### src/rtl/ip_tx_arbiter_if.sv
// Bundle between the frame generators and the IP/MAC transmit stage.
// The arbiter connects through the slave modport. The generator/stage
// side (or a testbench) connects through the master modport.
interface ip_tx_arbiter_if #(
    parameter int N_SRC = 3
);
    localparam int SW = (N_SRC > 1) ? $clog2(N_SRC) : 1;

    // Generator side, packed per source (source i in slice i).
    logic [N_SRC-1:0]    src_req;
    logic [N_SRC-1:0]    src_gnt;
    logic [N_SRC-1:0]    src_sop;
    logic [N_SRC-1:0]    src_eop;
    logic [N_SRC-1:0]    src_vld;
    logic [8*N_SRC-1:0]  src_dat;
    logic [16*N_SRC-1:0] src_ip_len;
    logic [32*N_SRC-1:0] src_dst_ip;
    logic [48*N_SRC-1:0] src_dst_mac;

    // Muxed stream and latched metadata towards the IP/MAC stage.
    logic                tx_sop;
    logic                tx_eop;
    logic                tx_vld;
    logic [7:0]          tx_dat;
    logic [15:0]         tx_ip_len;
    logic [31:0]         tx_dst_ip;
    logic [47:0]         tx_dst_mac;
    logic [SW-1:0]       tx_src;

    modport slave (
        input  src_req, src_sop, src_eop, src_vld, src_dat,
               src_ip_len, src_dst_ip, src_dst_mac,
        output src_gnt, tx_sop, tx_eop, tx_vld, tx_dat,
               tx_ip_len, tx_dst_ip, tx_dst_mac, tx_src
    );

    modport master (
        output src_req, src_sop, src_eop, src_vld, src_dat,
               src_ip_len, src_dst_ip, src_dst_mac,
        input  src_gnt, tx_sop, tx_eop, tx_vld, tx_dat,
               tx_ip_len, tx_dst_ip, tx_dst_mac, tx_src
    );
endinterface

### src/rtl/ip_tx_arbiter.sv
// Packet-granular round-robin arbiter for the shared IP/MAC transmit path.
// The arbiter grants one source per frame. It forwards that source's bytes
// one cycle late and latches the frame metadata at grant time. After each
// frame it enforces an inter-frame gap. It revokes the grant if the source
// never starts its frame, and it truncates frames longer than MAX_LEN.
module ip_tx_arbiter #(
    parameter int N_SRC       = 3,
    parameter int IFG_CYCLES  = 12,
    parameter int SOP_TIMEOUT = 255,
    parameter int MAX_LEN     = 1472
) (
    input  logic               sys_clk,
    input  logic               sys_rst_n,
    ip_tx_arbiter_if.slave     bus,
    output logic               busy,
    output logic               err_timeout,
    output logic               err_len
);
    localparam int SW = (N_SRC > 1) ? $clog2(N_SRC) : 1;

    typedef enum logic [1:0] {IDLE, WAIT_SOP, XFER, GAP} state_t;

    logic [1:0]       rst_sync;
    logic             rst_n_int;
    state_t           state, state_nxt;
    logic [SW-1:0]    rr_ptr, pick;
    logic [N_SRC-1:0] pick_onehot;
    logic             pick_vld;
    logic [15:0]      wait_cnt, gap_cnt, byte_cnt, byte_nxt;
    logic             cur_req, cur_vld, cur_sop, cur_eop;
    logic [7:0]       cur_dat;
    logic             do_grant, do_drop, do_timeout, do_fwd, fwd_first;
    logic             end_frame, trunc;
    int               idx;

    // Reset synchroniser: reset asserts at once and releases on a clock edge.
    // NOTE: only the deassertion is synchronised. Assertion stays asynchronous,
    // so the stream is cut even when the clock is not running.
    always_ff @(posedge sys_clk or negedge sys_rst_n) begin
        if (!sys_rst_n) rst_sync <= 2'b00;
        else            rst_sync <= {rst_sync[0], 1'b1};
    end
    assign rst_n_int = rst_sync[1];

    // Round-robin search starting at rr_ptr. The lowest offset that is
    // requesting wins.
    always_comb begin
        pick        = '0;
        pick_vld    = 1'b0;
        pick_onehot = '0;
        idx         = 0;
        for (int k = N_SRC - 1; k >= 0; k--) begin
            idx = int'(rr_ptr) + k;
            if (idx >= N_SRC) idx = idx - N_SRC;
            if (bus.src_req[idx]) begin
                pick     = SW'(idx);
                pick_vld = 1'b1;
            end
        end
        for (int i = 0; i < N_SRC; i++) pick_onehot[i] = (SW'(i) == pick);
    end

    // Signals of the currently granted source.
    always_comb begin
        cur_req = bus.src_req[bus.tx_src];
        cur_vld = bus.src_vld[bus.tx_src];
        cur_sop = bus.src_sop[bus.tx_src];
        cur_eop = bus.src_eop[bus.tx_src];
        cur_dat = bus.src_dat[int'(bus.tx_src)*8 +: 8];
    end

    // State register.
    // NOTE: sequential state uses non-blocking assignments, so every register
    // samples values from before the edge, whatever order the blocks run in.
    always_ff @(posedge sys_clk or negedge rst_n_int) begin
        if (!rst_n_int) state <= IDLE;
        else            state <= state_nxt;
    end

    // Next-state and per-cycle action decode.
    // NOTE: every output of this block is given a default first. A path that
    // leaves a variable unassigned would infer a latch.
    always_comb begin
        state_nxt  = state;
        do_grant   = 1'b0;
        do_drop    = 1'b0;
        do_timeout = 1'b0;
        do_fwd     = 1'b0;
        fwd_first  = 1'b0;
        case (state)
            IDLE: begin
                if (pick_vld) begin
                    do_grant  = 1'b1;
                    state_nxt = WAIT_SOP;
                end
            end
            WAIT_SOP: begin
                if (!cur_req) begin
                    do_drop   = 1'b1;
                    state_nxt = IDLE;
                end else if (wait_cnt >= 16'(SOP_TIMEOUT)) begin
                    do_timeout = 1'b1;
                    state_nxt  = GAP;
                end else if (cur_vld && cur_sop) begin
                    do_fwd    = 1'b1;
                    fwd_first = 1'b1;
                    state_nxt = XFER;
                end
            end
            XFER: begin
                do_fwd = cur_vld;
            end
            GAP: begin
                if (gap_cnt >= 16'(IFG_CYCLES)) state_nxt = IDLE;
            end
            default: state_nxt = IDLE;
        endcase
        byte_nxt  = fwd_first ? 16'd1 :
                    (byte_cnt == 16'hFFFF) ? byte_cnt : byte_cnt + 16'd1;
        trunc     = do_fwd && !cur_eop && (byte_nxt >= 16'(MAX_LEN));
        end_frame = do_fwd && (cur_eop || trunc);
        if (end_frame) state_nxt = GAP;
    end

    assign busy = (state != IDLE);

    // Grant, metadata latch, forwarded stream, counters and error pulses.
    always_ff @(posedge sys_clk or negedge rst_n_int) begin
        if (!rst_n_int) begin
            bus.src_gnt    <= '0;
            bus.tx_sop     <= 1'b0;
            bus.tx_eop     <= 1'b0;
            bus.tx_vld     <= 1'b0;
            bus.tx_dat     <= '0;
            bus.tx_ip_len  <= '0;
            bus.tx_dst_ip  <= '0;
            bus.tx_dst_mac <= '0;
            bus.tx_src     <= '0;
            rr_ptr         <= '0;
            wait_cnt       <= '0;
            gap_cnt        <= '0;
            byte_cnt       <= '0;
            err_timeout    <= 1'b0;
            err_len        <= 1'b0;
        end else begin
            bus.tx_sop  <= 1'b0;
            bus.tx_eop  <= 1'b0;
            bus.tx_vld  <= 1'b0;
            err_timeout <= do_timeout;
            err_len     <= trunc;

            if (state != WAIT_SOP)         wait_cnt <= '0;
            else if (wait_cnt != 16'hFFFF) wait_cnt <= wait_cnt + 16'd1;

            if (state != GAP)             gap_cnt <= '0;
            else if (gap_cnt != 16'hFFFF) gap_cnt <= gap_cnt + 16'd1;

            if (do_grant) begin
                bus.src_gnt    <= pick_onehot;
                bus.tx_src     <= pick;
                bus.tx_ip_len  <= bus.src_ip_len[int'(pick)*16 +: 16];
                bus.tx_dst_ip  <= bus.src_dst_ip[int'(pick)*32 +: 32];
                bus.tx_dst_mac <= bus.src_dst_mac[int'(pick)*48 +: 48];
                rr_ptr         <= (pick == SW'(N_SRC - 1)) ? '0 : pick + SW'(1);
            end

            if (do_drop || do_timeout || end_frame) bus.src_gnt <= '0;

            if (do_fwd) begin
                bus.tx_vld <= 1'b1;
                bus.tx_dat <= cur_dat;
                bus.tx_sop <= fwd_first;
                bus.tx_eop <= end_frame;
                byte_cnt   <= byte_nxt;
            end
        end
    end
endmodule
### src/flat_wrapper.sv
// flat-port wrapper written by rule: the top's interface ports become plain ports
module ip_tx_arbiter_flat 
#(
    parameter int N_SRC       = 3,
    parameter int IFG_CYCLES  = 12,
    parameter int SOP_TIMEOUT = 255,
    parameter int MAX_LEN     = 1472
)
  (sys_clk, sys_rst_n, busy, err_timeout, err_len, bus_src_req, bus_src_sop, bus_src_eop, bus_src_vld, bus_src_dat, bus_src_ip_len, bus_src_dst_ip, bus_src_dst_mac, bus_src_gnt, bus_tx_sop, bus_tx_eop, bus_tx_vld, bus_tx_dat, bus_tx_ip_len, bus_tx_dst_ip, bus_tx_dst_mac, bus_tx_src);
  ip_tx_arbiter_if #(.N_SRC(N_SRC)) bus_i ();
  input  logic sys_clk;
  input  logic sys_rst_n;
  output logic busy;
  output logic err_timeout;
  output logic err_len;
  input wire logic [$bits(bus_i.src_req)-1:0] bus_src_req;
  input wire logic [$bits(bus_i.src_sop)-1:0] bus_src_sop;
  input wire logic [$bits(bus_i.src_eop)-1:0] bus_src_eop;
  input wire logic [$bits(bus_i.src_vld)-1:0] bus_src_vld;
  input wire logic [$bits(bus_i.src_dat)-1:0] bus_src_dat;
  input wire logic [$bits(bus_i.src_ip_len)-1:0] bus_src_ip_len;
  input wire logic [$bits(bus_i.src_dst_ip)-1:0] bus_src_dst_ip;
  input wire logic [$bits(bus_i.src_dst_mac)-1:0] bus_src_dst_mac;
  output wire logic [$bits(bus_i.src_gnt)-1:0] bus_src_gnt;
  output wire logic [$bits(bus_i.tx_sop)-1:0] bus_tx_sop;
  output wire logic [$bits(bus_i.tx_eop)-1:0] bus_tx_eop;
  output wire logic [$bits(bus_i.tx_vld)-1:0] bus_tx_vld;
  output wire logic [$bits(bus_i.tx_dat)-1:0] bus_tx_dat;
  output wire logic [$bits(bus_i.tx_ip_len)-1:0] bus_tx_ip_len;
  output wire logic [$bits(bus_i.tx_dst_ip)-1:0] bus_tx_dst_ip;
  output wire logic [$bits(bus_i.tx_dst_mac)-1:0] bus_tx_dst_mac;
  output wire logic [$bits(bus_i.tx_src)-1:0] bus_tx_src;
  assign bus_i.src_req = bus_src_req;
  assign bus_i.src_sop = bus_src_sop;
  assign bus_i.src_eop = bus_src_eop;
  assign bus_i.src_vld = bus_src_vld;
  assign bus_i.src_dat = bus_src_dat;
  assign bus_i.src_ip_len = bus_src_ip_len;
  assign bus_i.src_dst_ip = bus_src_dst_ip;
  assign bus_i.src_dst_mac = bus_src_dst_mac;
  assign bus_src_gnt = bus_i.src_gnt;
  assign bus_tx_sop = bus_i.tx_sop;
  assign bus_tx_eop = bus_i.tx_eop;
  assign bus_tx_vld = bus_i.tx_vld;
  assign bus_tx_dat = bus_i.tx_dat;
  assign bus_tx_ip_len = bus_i.tx_ip_len;
  assign bus_tx_dst_ip = bus_i.tx_dst_ip;
  assign bus_tx_dst_mac = bus_i.tx_dst_mac;
  assign bus_tx_src = bus_i.tx_src;
  ip_tx_arbiter #(.N_SRC(N_SRC), .IFG_CYCLES(IFG_CYCLES), .SOP_TIMEOUT(SOP_TIMEOUT), .MAX_LEN(MAX_LEN)) u_core (.sys_clk(sys_clk), .sys_rst_n(sys_rst_n), .bus(bus_i), .busy(busy), .err_timeout(err_timeout), .err_len(err_len));
endmodule
### config.mk
export PLATFORM = sky130hd
export DESIGN_NAME = ip_tx_arbiter_flat
export DESIGN_NICKNAME = d
export VERILOG_FILES = /design/src/rtl/ip_tx_arbiter_if.sv /design/src/rtl/ip_tx_arbiter.sv /design/src/flat_wrapper.sv
export SDC_FILE = /design/constraint.sdc
export NUM_CORES = 1
export LEC_CHECK = 0
export CORE_MARGIN = 2
export CORE_UTILIZATION = 30
export DETAILED_ROUTE_END_ITERATION = 10
export HOLD_SLACK_MARGIN = 0.02
export PLACE_DENSITY = 0.76
export SLEW_MARGIN = 20
export SYNTH_ARGS = -nofsm -noshare
export SYNTH_HDL_FRONTEND = slang
export SYNTH_SLANG_ARGS = --single-unit
### constraint.sdc
create_clock -name sys_clk -period 5 [get_ports sys_clk]
set_input_delay 1 -clock sys_clk [delete_from_list [all_inputs] [get_ports sys_clk]]
set_output_delay 1 -clock sys_clk [all_outputs]
set_load 0.05 [all_outputs]
==> impl_metrics.csv <==
group,metric,value,unit
setup_path,required,5.35,ns
clock_network,ctsResizeCount,0,
sta,max_slew_margin,0.3530,
detailed_routing,route.detailed.drc,0,
yosys,ys_top_cells_by_area,"dfrtp_1 (47%), a221o_1 (6.4%), nor2_1 (5.3%), a22oi_1 (4.9%), a21oi_1 (3.9%)",
final_layout,final_cell_mix,"clkdlybuf4s50_1 (440), dfrtp_1 (167), nor2_1 (124), nand2_1 (87), a21oi_1 (70)",
detailed_routing,ant_nets,0,
final_layout,n_antenna_cell,0,
floorplan,initial_utilization,0.3025,
setup_path,crit_buf_inv,1,
final_layout,utilization,0.4843,
yosys,syn-cell-area,8895,µm²
detailed_routing,drt_first_iter_violations,577,
yosys,yosysTopAreaCell,"dfrtp_1",
sta,rsz0062_at_grt,"no",
placement,portBuffers,440,
clock_network,cts_setup_buffers,0,
outcome,status,"complete, no violations",
hold_path,hold_path.class,"reg -> reg",
global_route,grt_antenna_before_repair,0,
yosys,yosys.area.top_type_share,0.4726,
placement,gp_congestion,0.9183,
hold_path,min_to,"u_core.rst_sync[1]",
clock_network,cts_buffers,17,
yosys,synthFlopType,"dfrtp_1",
yosys,synth_area_per_cell,9.422,µm²
hold_path,worstHoldStart,"u_core.rst_sync[0]",
sta,maxSlewViolCount,0,
clock_network,htreeDepth,4,
global_route,grt_max_degree,101,
clock_network,clk_latency,0.42,ns
final_layout,area_growth,60.09,%
sta,finClkSkew,0.01405,ns
floorplan,die-area,31040,µm²
floorplan,core_area,29400,µm²
setup_path,worstSetupStartpoint,"u_core.bus.tx_src[1]",
clock_network,cts-root-buf,"clkbuf_16",
global_route,grtUsageMet3,0.03402,
setup_path,path_max_fanout,26,
detailed_routing,via_per_inst,5.115,
sta,worst_slack,1.397,ns
placement,pre_cts_ws,0.9973,ns
final_layout,layout_commonest_cell,"clkdlybuf4s50_1",
yosys,syn_nets,1281,
setup_path,cp_top_family,"simple AND/OR/NAND/NOR gates",
detailed_routing,vias,8905,
final_layout,fin_area,14240,µm²
setup_path,timing.rr.end,"u_core.byte_cnt[4]",
global_route,grt_overflow,0,
sta,clock.fmax,0.2776,GHz
placement,hpwl,23.85,mm
floorplan,die-height,176.2,µm
setup_path,r2r_slack,1.40,ns
detailed_routing,routed_wirelength,31.52,mm
setup_path,start_kind,"flop",
global_route,grt_util_met1,0.2473,
floorplan,boundaryPins,441,
yosys,synthCells,944,
floorplan,rows,63,
setup_path,crit_arrival,3.95,ns
global_route,met2_usage,0.3422,
global_route,grt_most_used_layer,"met2",
sta,setup-tns-final,0,ns
setup_path,critPathKind,"reg -> reg",
hold_path,min_path_cells,0,
placement,postPlaceCellArea,13610,µm²
detailed_routing,routedWlPerCell,18.10,µm
setup_path,critPathSlowestCell,"dfrtp_1",
global_route,grt_pass1_vias,8668,
yosys,yosysSeqAreaShare,0.4726,
yosys,yosysUniqueCellTypes,67,
setup_path,crit_chain,"nor2b_2 > o2bb2ai_1 > a21boi_1 > and4_1 > o21ai_4 > clkinv_2 > nand2_2 > or3_1 > a21oi_1",
detailed_routing,first_pass_iters,5,
sta,setup_viol,0,
setup_path,crit_cells,9,
sta,final_hold_viol_count,0,
pwr,powerDensity,592.5,nW/µm²
setup_path,setup.worst_path.end_class,"flop",
global_route,grt_pass1_wl,47.82,mm
final_layout,layout-drive-gt1-share,0.04959,
setup_path,r2r_cells,9,
yosys,ys_ff_latch,168,
setup_path,r2r-start,"u_core.bus.tx_src[1]",
yosys,async_flop_share,1.000,
sta,period_minus_slack,3.603,ns
sta,finalCritPeriodShare,0.7205,
floorplan,die-width,176.2,µm
sta,hold_ws,0.3502,ns
setup_path,slowest_delay,0.69,ns
clock_network,clk_pin_slew_worst_paths,0.07,ns
clock_network,cts_max_path_buffers,2,
yosys,yosysWarnings,0,
pwr,irDropWorstVdd,0.3252,mV
sta,tightest_slew,0.9704,ns
pwr,power.leakage,0.005690,µW
final_layout,nets,1676,
run,cap_violations,0,
clock_network,cts.hold.buffers_added,0,
global_route,grt_usage,0.1973,
clock_network,cts_tree,"done",
yosys,synth_edf_count,0,
clock_network,clock-sinks,168,
logic make-up after synthesis:
family / after synthesis / synth area share
buf+inv: 89 / 0.04164
compound gates: 322 / 0.2630
other cells: 1 / 0.0004216
simple gates: 309 / 0.1608
flops: 168 / 0.4726
mux: 18 / 0.02040
fa+ha+maj: 11 / 0.01547
xor+xnor: 26 / 0.02560
Yosys cell counts (6+ instances only):
library cell and n:
a221o_1 57, xnor2_1 8, o31ai_1 6, nand4_1 6, xor2_1 18, clkbuf_1 47, inv_1 15, dfrtp_1 168
nand2_1 88, nor3_1 10, o21ai_0 63, nor4_1 7, nand3_1 30, a21oi_1 70, and4_1 7, buf_2 19
nor2_1 125, or3_1 6, a22o_1 39, mux2i_1 17, ha_1 11, a22oi_1 58
area by class of cell:
cell class | count | area (µm²)
multi-input combinational | 687 | 4353
inverter | 16 | 61.31
tap | 390 | 488.0
sequential | 168 | 4208
clock inverter | 13 | 193.9
timing repair buffer | 449 | 4497
clock buffer | 18 | 439.2
fill | 2702 | 15160
per-layer routing:
layer  share of wire  wire, µm
met3           0.051      1616
met4           0.028       897
met1            0.41     12980
met5               0         0
met2            0.51     16020
registers in the layout, indices dropped and copies added, names as in the netlist, 2 cells and up:
signal and cells:
u_core.bus.tx_dst_ip 32, u_core.rst_sync 2, u_core.bus.src_gnt 3, u_core.state 2, u_core.gap_cnt 16, u_core.bus.tx_src 2
u_core.bus.tx_dst_mac 48, u_core.bus.tx_dat 8, u_core.wait_cnt 16, u_core.rr_ptr 2, u_core.byte_cnt 16, u_core.bus.tx_ip_len 16
worst max-delay path by stage:
stage,end,slack (ns)
2_1_floorplan,u_core.bus.src_gnt[0],2.22
3_3_place_gp,u_core.bus.tx_dst_mac[11],1.06
3_5_place_dp,u_core.bus.tx_ip_len[5],1.0
4_1_cts,u_core.byte_cnt[4],1.38
5_1_grt,u_core.byte_cnt[4],1.08
6_report,u_core.byte_cnt[4],1.40
where the power goes:
part,switching (µW),total [µW],internal (µW),leakage (µW)
logic,3080,4830,1750,0.00323
registers,319,2160,1840,0.00216
clock network,597,1450,856,0.000301
total,3990,8440,4440,0.00569
metrics by stage:
stage,power [µW],std cells
final,8437,1741
after global routing,8880,1741
after CTS,8512,1741
after detailed placement,7035,1710
after global placement,6940,1710
after floorplan,5293,944
No activity file was read; power rests on OpenSTA's default activity.
